<file path="src/rtl/traffic_pkg.sv">
// Shared encodings for the traffic light monitor: lamp phases, fault causes
// and monitor FSM states.
package traffic_pkg;

  localparam logic [1:0] PH_AG = 2'd0;
  localparam logic [1:0] PH_AY = 2'd1;
  localparam logic [1:0] PH_BG = 2'd2;
  localparam logic [1:0] PH_BY = 2'd3;

  localparam logic [2:0] F_NONE        = 3'd0;
  localparam logic [2:0] F_ENCODING    = 3'd1;
  localparam logic [2:0] F_CONFLICT    = 3'd2;
  localparam logic [2:0] F_SEQUENCE    = 3'd3;
  localparam logic [2:0] F_SHORT_GREEN = 3'd4;
  localparam logic [2:0] F_YELLOW_LEN  = 3'd5;

  typedef enum logic [1:0] {
    ST_SYNC  = 2'd0,
    ST_RUN   = 2'd1,
    ST_FAULT = 2'd2
  } mon_state_t;

endpackage

</file>
<file path="src/rtl/traffic_light_monitor_if.sv">
// Lamp lines from the controller plus the monitor's fault/phase status.
// master = controller/host side, slave = monitor side.
interface traffic_light_monitor_if;
  logic       ra, ya, ga;
  logic       rb, yb, gb;
  logic       fault_clr;
  logic       fault;
  logic [2:0] fault_code;
  logic [1:0] phase;
  logic       phase_valid;
  logic       flash;

  modport master (
    output ra, ya, ga, rb, yb, gb, fault_clr,
    input  fault, fault_code, phase, phase_valid, flash
  );

  modport slave (
    input  ra, ya, ga, rb, yb, gb, fault_clr,
    output fault, fault_code, phase, phase_valid, flash
  );
endinterface

</file>
<file path="src/rtl/traffic_light_monitor_lamp_decode.sv">
// Combinational decode of the six lamp lines into a phase plus
// encoding/conflict flags; kept standalone so a lamp driver can reuse it.
module lamp_decode
  import traffic_pkg::*;
(
  input  logic       i_ra,
  input  logic       i_ya,
  input  logic       i_ga,
  input  logic       i_rb,
  input  logic       i_yb,
  input  logic       i_gb,
  output logic [1:0] o_phase,
  output logic       o_pattern_legal,
  output logic       o_enc_err,
  output logic       o_conflict
);

  logic [5:0] w_lamps;

  assign w_lamps    = {i_ra, i_ya, i_ga, i_rb, i_yb, i_gb};
  assign o_enc_err  = !$onehot({i_ra, i_ya, i_ga}) || !$onehot({i_rb, i_yb, i_gb});
  assign o_conflict = (i_ga | i_ya) & (i_gb | i_yb);

  always_comb begin
    o_phase         = PH_AG;
    o_pattern_legal = 1'b1;
    case (w_lamps)
      6'b001_100: o_phase = PH_AG;
      6'b010_100: o_phase = PH_AY;
      6'b100_001: o_phase = PH_BG;
      6'b100_010: o_phase = PH_BY;
      default:    o_pattern_legal = 1'b0;
    endcase
  end

endmodule

</file>
<file path="src/rtl/traffic_light_monitor.sv">
// Sequence/conflict monitor on the controller lamp outputs: tracks the phase,
// latches the first violation as a sticky fault and drives a flash strobe.
module traffic_light_monitor
  import traffic_pkg::*;
#(
  parameter int unsigned MIN_GREEN_A   = 6,
  parameter int unsigned MIN_GREEN_B   = 5,
  parameter int unsigned YELLOW_CYCLES = 1,
  parameter int unsigned FLASH_HALF    = 4
) (
  input  logic                     clk,
  input  logic                     rst,
  traffic_light_monitor_if.slave   mon
);

  mon_state_t r_state, w_nx_state;
  logic [1:0] r_phase, w_nx_phase;
  logic [7:0] r_cnt, w_nx_cnt;
  logic       r_first, w_nx_first;
  logic       r_fault, w_nx_fault;
  logic [2:0] r_code, w_nx_code;
  logic       r_valid, w_nx_valid;
  logic       r_flash, w_nx_flash;
  logic [7:0] r_fcnt, w_nx_fcnt;

  logic [1:0] w_phase;
  logic       w_legal;
  logic       w_enc_err;
  logic       w_conflict;
  logic [2:0] w_viol;

  lamp_decode u_lamp_decode (
    .i_ra            (mon.ra),
    .i_ya            (mon.ya),
    .i_ga            (mon.ga),
    .i_rb            (mon.rb),
    .i_yb            (mon.yb),
    .i_gb            (mon.gb),
    .o_phase         (w_phase),
    .o_pattern_legal (w_legal),
    .o_enc_err       (w_enc_err),
    .o_conflict      (w_conflict)
  );

  // Violation of the current sample in priority order. An all-red sample
  // passes encoding/conflict but is no phase, so in RUN it counts as sequence.
  always_comb begin
    w_viol = F_NONE;
    if (w_enc_err) begin
      w_viol = F_ENCODING;
    end else if (w_conflict) begin
      w_viol = F_CONFLICT;
    end else if (r_state == ST_RUN) begin
      if (!w_legal) begin
        w_viol = F_SEQUENCE;
      end else if (w_phase != r_phase) begin
        if (w_phase != r_phase + 2'd1) begin
          w_viol = F_SEQUENCE;
        end else if (!r_first) begin
          case (r_phase)
            PH_AG:   if (r_cnt < 8'(MIN_GREEN_A))   w_viol = F_SHORT_GREEN;
            PH_BG:   if (r_cnt < 8'(MIN_GREEN_B))   w_viol = F_SHORT_GREEN;
            default: if (r_cnt < 8'(YELLOW_CYCLES)) w_viol = F_YELLOW_LEN;
          endcase
        end
      end else if (!r_first && (r_phase == PH_AY || r_phase == PH_BY) &&
                   r_cnt >= 8'(YELLOW_CYCLES)) begin
        w_viol = F_YELLOW_LEN;
      end
    end
  end

  always_comb begin
    w_nx_state = r_state;
    w_nx_phase = r_phase;
    w_nx_cnt   = r_cnt;
    w_nx_first = r_first;
    w_nx_fault = r_fault;
    w_nx_code  = r_code;
    w_nx_valid = r_valid;
    w_nx_flash = 1'b0;
    w_nx_fcnt  = 8'd0;
    case (r_state)
      ST_SYNC: begin
        if (w_viol != F_NONE) begin
          if (!mon.fault_clr) begin
            w_nx_state = ST_FAULT;
            w_nx_fault = 1'b1;
            w_nx_code  = w_viol;
            w_nx_valid = 1'b0;
            w_nx_flash = 1'b1;
          end
        end else if (w_legal) begin
          w_nx_state = ST_RUN;
          w_nx_phase = w_phase;
          w_nx_cnt   = 8'd1;
          w_nx_first = 1'b1;
          w_nx_valid = 1'b1;
        end
      end
      ST_RUN: begin
        if (w_viol != F_NONE) begin
          w_nx_valid = 1'b0;
          if (mon.fault_clr) begin
            w_nx_state = ST_SYNC;
          end else begin
            w_nx_state = ST_FAULT;
            w_nx_fault = 1'b1;
            w_nx_code  = w_viol;
            w_nx_flash = 1'b1;
          end
        end else if (w_phase != r_phase) begin
          w_nx_phase = w_phase;
          w_nx_cnt   = 8'd1;
          w_nx_first = 1'b0;
        end else if (r_cnt != 8'hFF) begin
          w_nx_cnt = r_cnt + 8'd1;
        end
      end
      ST_FAULT: begin
        if (mon.fault_clr) begin
          w_nx_state = ST_SYNC;
          w_nx_fault = 1'b0;
          w_nx_code  = F_NONE;
          w_nx_valid = 1'b0;
        end else if (r_fcnt == 8'(FLASH_HALF - 1)) begin
          w_nx_flash = ~r_flash;
        end else begin
          w_nx_flash = r_flash;
          w_nx_fcnt  = r_fcnt + 8'd1;
        end
      end
      default: w_nx_state = ST_SYNC;
    endcase
  end

  always_ff @(posedge clk) begin
    if (rst) begin
      r_state <= ST_SYNC;
      r_phase <= PH_AG;
      r_cnt   <= 8'd0;
      r_first <= 1'b0;
      r_fault <= 1'b0;
      r_code  <= F_NONE;
      r_valid <= 1'b0;
      r_flash <= 1'b0;
      r_fcnt  <= 8'd0;
    end else begin
      r_state <= w_nx_state;
      r_phase <= w_nx_phase;
      r_cnt   <= w_nx_cnt;
      r_first <= w_nx_first;
      r_fault <= w_nx_fault;
      r_code  <= w_nx_code;
      r_valid <= w_nx_valid;
      r_flash <= w_nx_flash;
      r_fcnt  <= w_nx_fcnt;
    end
  end

  assign mon.fault       = r_fault;
  assign mon.fault_code  = r_code;
  assign mon.phase       = r_phase;
  assign mon.phase_valid = r_valid;
  assign mon.flash       = r_flash;

endmodule
</file>
<file path="src/flat_wrapper.sv">
// flat-port wrapper written by rule: the top's interface ports become plain ports
module traffic_light_monitor_flat import traffic_pkg::*;
#(
  parameter int unsigned MIN_GREEN_A   = 6,
  parameter int unsigned MIN_GREEN_B   = 5,
  parameter int unsigned YELLOW_CYCLES = 1,
  parameter int unsigned FLASH_HALF    = 4
)
  (clk, rst, mon_ra, mon_ya, mon_ga, mon_rb, mon_yb, mon_gb, mon_fault_clr, mon_fault, mon_fault_code, mon_phase, mon_phase_valid, mon_flash);
  traffic_light_monitor_if mon_i ();
  input  logic clk;
  input  logic rst;
  input wire logic [$bits(mon_i.ra)-1:0] mon_ra;
  input wire logic [$bits(mon_i.ya)-1:0] mon_ya;
  input wire logic [$bits(mon_i.ga)-1:0] mon_ga;
  input wire logic [$bits(mon_i.rb)-1:0] mon_rb;
  input wire logic [$bits(mon_i.yb)-1:0] mon_yb;
  input wire logic [$bits(mon_i.gb)-1:0] mon_gb;
  input wire logic [$bits(mon_i.fault_clr)-1:0] mon_fault_clr;
  output wire logic [$bits(mon_i.fault)-1:0] mon_fault;
  output wire logic [$bits(mon_i.fault_code)-1:0] mon_fault_code;
  output wire logic [$bits(mon_i.phase)-1:0] mon_phase;
  output wire logic [$bits(mon_i.phase_valid)-1:0] mon_phase_valid;
  output wire logic [$bits(mon_i.flash)-1:0] mon_flash;
  assign mon_i.ra = mon_ra;
  assign mon_i.ya = mon_ya;
  assign mon_i.ga = mon_ga;
  assign mon_i.rb = mon_rb;
  assign mon_i.yb = mon_yb;
  assign mon_i.gb = mon_gb;
  assign mon_i.fault_clr = mon_fault_clr;
  assign mon_fault = mon_i.fault;
  assign mon_fault_code = mon_i.fault_code;
  assign mon_phase = mon_i.phase;
  assign mon_phase_valid = mon_i.phase_valid;
  assign mon_flash = mon_i.flash;
  traffic_light_monitor #(.MIN_GREEN_A(MIN_GREEN_A), .MIN_GREEN_B(MIN_GREEN_B), .YELLOW_CYCLES(YELLOW_CYCLES), .FLASH_HALF(FLASH_HALF)) u_core (.clk(clk), .rst(rst), .mon(mon_i));
endmodule
</file>
<file path="config.mk">
export PLATFORM = sky130hd
export DESIGN_NAME = traffic_light_monitor_flat
export DESIGN_NICKNAME = d
export VERILOG_FILES = /design/src/rtl/traffic_pkg.sv /design/src/rtl/traffic_light_monitor_if.sv /design/src/rtl/traffic_light_monitor_lamp_decode.sv /design/src/rtl/traffic_light_monitor.sv /design/src/flat_wrapper.sv
export SDC_FILE = /design/constraint.sdc
export NUM_CORES = 1
export LEC_CHECK = 0
export ABC_AREA = 0
export BUFFER_PORTS_ARGS = -buffer_cell sky130_fd_sc_hd__buf_4
export CAP_MARGIN = 15
export CORE_ASPECT_RATIO = 2
export CORE_MARGIN = 2
export CORE_UTILIZATION = 50
export CTS_CLUSTER_SIZE = 16
export DETAILED_ROUTE_END_ITERATION = 10
export HOLD_SLACK_MARGIN = 0.05
export PLACE_DENSITY_LB_ADDON = 0.1
export SLEW_MARGIN = 20
export SYNTH_ARGS = -nofsm -noshare
export SYNTH_HDL_FRONTEND = slang
export SYNTH_SLANG_ARGS = --single-unit
</file>
<file path="constraint.sdc">
create_clock -name clk -period 9.1 [get_ports clk]
set_clock_uncertainty 0.05 [all_clocks]
set_input_delay 1.82 -clock clk [delete_from_list [all_inputs] [get_ports clk]]
set_output_delay 1.82 -clock clk [all_outputs]
set_load 0.02 [all_outputs]
</file>
==> results.ini, run 1 <==
[status]
outcome=complete, no violations

[drt]
antenna_left=0
drc_errors=0
drtIter0Drc=56
routedWlPerCell_um=16.54
routed_wl_um=4995
dr.pass1.iters=4
routed-via-count=1896
via_per_inst=6.278

[yosys]
synth_seq_area_share_pct=25.99
synthFlopType=dfxtp_1
postSynthCellCount=243
async_flop_share_pct=0
yosysMostFrequentCell=dfxtp_1
synthTopCellsByArea=dfxtp_1, ha_1, nor2_1
ys_types=62
yosysWarnings=0
netlist_area_um2=2079
synth-edff-count=0
syn_nets=266
synth_largest_area_cell=dfxtp_1
synth_top_area_share_pct=25.99
avgSynthCellArea_um2=8.558
ys_seq_elements=27
ys_top_cells_by_count=dfxtp_1, nor2_1, inv_1

[cts]
htreeDepth=1
clockBufferDepth=2
clock_latency_ns=0.28
cts_tree=yes
cts_buffers=3
cts_hold_buf=0
cts-resized-gates=0
clkSinkCount=27
path_clk_slew_ns=0.10
post_cts_buffers=0
cts-root-buf=clkbuf_8

[timing]
rsz0062_at_grt=no
worst_pin_slew_ns=1.076
finalSetupViolCount=0
clock.fmax_ghz=0.2304
setup_tns_ns=0
relSlewSlack_pct=27.77
hold_violations=0
fin_crit_sh_pct=47.70
min_period_ns=4.341
slew_violations=0

[place]
hpwl_um=3765
dp.cells=298
io_buffers=16
placed_area_um2=2192
gp_congestion=0.8048

[pwr]
peakVddDrop_mv=0.08409
p_leak_nw=0.8425
powerDensity_nw_per_um2=109.6

[worst_setup_path]
critPathBufInv=1
crit_arrival_ns=4.47
cp-end-kind=flip-flop
required_ns=9.23
crit_path_cell_trace=buf_4, or4b_4, nor3_2, nor2_1, and3_1, o21ai_1, a41oi_1, a311oi_1
cp_max_fo=15
crit_type=input pin to flip-flop
crit_family=compound AO/OA/AOI/OAI gates
slowest_delay_ns=0.83
cp-start-kind=input pin
slowest_stage=o21ai_1

[global_routing]
grt_pass1_wl_um=8252
grt_max_degree=17
grt_pass1_vias=1740
antenna_found_initial=0
grt_usage_pct=22.09
grt.overflow.total=0

[cells_and_area]
num-nets-final=274
n_antenna_cell=0
area_growth_pct=7.762
drive_gt1_share_pct=14.80
final_cell_area_um2=2241
fill_cells=395
final_cells=302

[floorplan]
io_pins=17
fp.coreArea_um2=4046
rows=33
die_height_um=95.20
start_util_pct=51.39
die_x_um=49.60
die-area_um2=4722

[run]
cap_violations=0

[worst_hold_path]
hold_class=flip-flop to flip-flop

[report_power, final]
group          total (mW)  internal, mW  switching [mW]
sequential          0.124         0.121         0.00268
clock              0.0738        0.0312          0.0427
combinational      0.0479        0.0193          0.0286
[through the flow]
step | hold slack (ns) | power, mW | utilization, % | setup slack (ns)
floorplan | 0.3802 | 0.1601 | - | 4.948
global placement | 0.3963 | 0.1737 | 54.17 | 4.514
detailed placement | 0.4024 | 0.1743 | 54.17 | 4.500
CTS | 0.4284 | 0.2470 | 55.38 | 4.790
global route | 0.4406 | 0.2553 | 55.38 | 4.411
finish | 0.4230 | 0.2455 | 55.38 | 4.759
[cell type report]
cell class	instances	area, µm²	area share [%]
Multi-Input combinational cell	185	1399	62.42
Sequential cell	27	540.5	24.12
Timing Repair Buffer	16	120.1	5.360
Inverter	18	67.56	3.015
Tap cell	52	65.06	2.903
Clock buffer	3	41.29	1.843
Clock inverter	1	7.507	0.3350
[cell families (layout without fill, tap and decap cells)]
group,after synthesis,count (layout),share of synthesized area (%)
adder cells (fa/ha/maj),14,14,9.145
buffers and inverters,31,38,6.739
flip-flops,27,27,25.99
XOR/XNOR,11,11,4.994
multiplexers,2,2,0.9627
AO/OA/AOI/OAI,72,72,27.98
AND/OR/NAND/NOR,86,86,24.19
[registers in the layout, indices dropped and copies added (netlist names)]
register and cells:
u_core.mon.fault 1, u_core.mon.fault_code 3, u_core.mon.flash 1, u_core.mon.phase 2
u_core.mon.phase_valid 1, u_core.r_cnt 8, u_core.r_fcnt 8, u_core.r_first 1
u_core.r_state 2
[final timing paths]
kind	slack [ns]	cells after the start	to	from
hold reg to reg	0.42	1	u_core.r_fcnt[0]	u_core.r_fcnt[0]
setup reg to reg	5.99	8	u_core.r_first	u_core.mon.phase[1]
setup / recovery	4.76	8	u_core.r_first	mon_rb
hold / removal	0.42	1	u_core.r_fcnt[0]	u_core.r_fcnt[0]
[cell usage in the layout, fill, tap and decap left out, types with 3 or more instances in the layout]
cell type,n
nor4_1,7
a31oi_1,5
a211oi_1,4
ha_1,12
o21ai_0,4
o21ai_1,5
buf_4,16
xnor2_1,5
o211ai_1,4
nor2_1,21
o21a_1,3
inv_1,18
a32o_2,6
a311oi_1,3
dfxtp_1,27
xor2_1,5
nand3_1,10
nand2_1,11
and3_1,7
or4_1,3
o31ai_1,3
clkbuf_8,3
a41oi_1,3
nor3_1,8
a21oi_1,8
nor3b_1,4
o2111ai_1,5
[worst register-to-register path: stages, from the launching register on]
cell and delay, ns:
dfxtp_1 0.49, inv_1 0.14, ha_1 0.34, a21boi_0 0.17
a211oi_1 0.26, mux2i_1 0.15, o21ai_1 0.78, a41oi_1 0.26
a311oi_1 0.37
[per-layer routing]
| metal | vias up | global-route usage [%] | routed length (µm) | share of wire, % |
|---|---|---|---|---|
| met4 | 0 | 7.407 | 97 | 1.9 |
| li1 | 944 | - | - | - |
| met5 | - | 0 | 0 | 0 |
| met2 | 27 | 41.89 | 2743 | 55 |
| met3 | 10 | 1.411 | 83 | 1.7 |
| met1 | 915 | 25.59 | 2070 | 41 |
No activity file was read; power rests on OpenSTA's default activity.
==> run 2, diff against run 1 <==
- clock period: 9.1 -> 3.6 ns (I/O delays scaled with it)
==> results.ini, run 2 (synthesis gave the netlist of run 1 again) <==
[timing]
finalSetupViolCount=0
rsz0062_at_grt=no
hold_violations=0
setup_tns_ns=0
slew_violations=0
fin_crit_sh_pct=84.86
worst_pin_slew_ns=0.9891
relSlewSlack_pct=33.62
clock.fmax_ghz=0.3274
min_period_ns=3.055
setup_slack_ns=0.5452

[drt]
routedWlPerCell_um=16.21
dr.pass1.iters=4
antenna_left=0
drc_errors=0
routed-via-count=1936
routed_wl_um=4929
via_per_inst=6.368
drtIter0Drc=62

[pwr]
p_leak_nw=0.8521
peakVddDrop_mv=0.1648
finalPower_uw=613.9
powerDensity_nw_per_um2=272.1

[global_routing]
grt_pass1_vias=1905
grt_max_degree=17
use_met1_pct=25.56
grt_pass1_wl_um=8459
grt.busiest_layer=met2
antenna_found_initial=0
grt_usage_pct=22.47
grt.overflow.total=0
grtUsageMet2_pct=40.89
use_met3_pct=2.038

[place]
hpwl_um=3707
io_buffers=16
placed_area_um2=2207
pre_cts_slack_ns=0.2534
gp_congestion=0.8204

[cts]
post_cts_buffers=0
path_clk_slew_ns=0.10
clock_latency_ns=0.28
cts-resized-gates=0
cts_hold_buf=0
cts-root-buf=clkbuf_8
clockBufferDepth=2
cts_tree=yes
htreeDepth=1
clkSinkCount=27
cts_buffers=3

[cells_and_area]
finish.utilization_pct=55.75
n_antenna_cell=0
drive_gt1_share_pct=15.48
area_growth_pct=8.484
fill_cells=413
layout_common_cells=dfxtp_1, nor2_1, inv_1, buf_4, ha_1
final_cell_area_um2=2256
final_common_cell=dfxtp_1
num-nets-final=276

[worst_setup_path]
cp-end-kind=flip-flop
reg2reg_depth=8
crit_arrival_ns=3.18
crit_type=input pin to flip-flop
required_ns=3.73
cp-start-kind=input pin
cp_max_fo=9
rrSetupSlack_ns=0.60

[floorplan]
die-area_um2=4722
rows=33
fp.coreArea_um2=4046
io_pins=17
start_util_pct=51.39
die_height_um=95.20
die_x_um=49.60

[worst_hold_path]
whs_path_depth=2
hold_class=flip-flop to flip-flop

[run]
cap_violations=0

[status]
outcome=complete, no violations

[run 2: changes by cell type in the layout (fill, tap and decap cells not counted)]
cell / change
buf_4: +2
[run 2: stage by stage]
step	std cells	hold WS, ns
floorplan	243	0.3802
global placement	300	0.3975
detailed placement	300	0.4025
CTS	304	0.4203
global route	304	0.4574
finish	304	0.4201
[run 2: worst max-delay path, stage by stage]
cell and delay (ns):
buf_4 0.13, inv_1 0.08, fa_1 0.48, nor4bb_1 0.38, nand2_1 0.22, a211o_4 0.35
a41oi_4 0.31, o2111ai_1 0.18, a32o_2 0.32
[run 2: final timing paths]
path / end / from
max: u_core.r_cnt[4] / mon_gb
min: u_core.mon.fault_code[2] / u_core.mon.fault_code[2]
max reg2reg: u_core.r_cnt[4] / u_core.mon.phase[1]
min reg2reg: u_core.mon.fault_code[2] / u_core.mon.fault_code[2]
[run 2: power breakdown]
part | switching [mW] | total [mW] | internal, mW
combinational | 0.0731 | 0.122 | 0.0491
sequential | 0.00689 | 0.313 | 0.306
clock | 0.100 | 0.179 | 0.0786
total | 0.180 | 0.614 | 0.434
[run 2: per-layer routing]
metal	wire, µm	vias to the layer above
met4	96	0
met3	116	12
met2	2649	37
met5	0	-
li1	-	957
met1	2066	930
[run 2: layout make-up]
cell class	count	area (µm²)	area share (%)
well taps	52	65.06	2.884
inverters	18	67.56	2.995
multi-input cells	185	1399	62.01
repair buffers	18	135.1	5.990
flip-flops and latches	27	540.5	23.96
clock buffers	3	41.29	1.830
clock inverters	1	7.507	0.3328
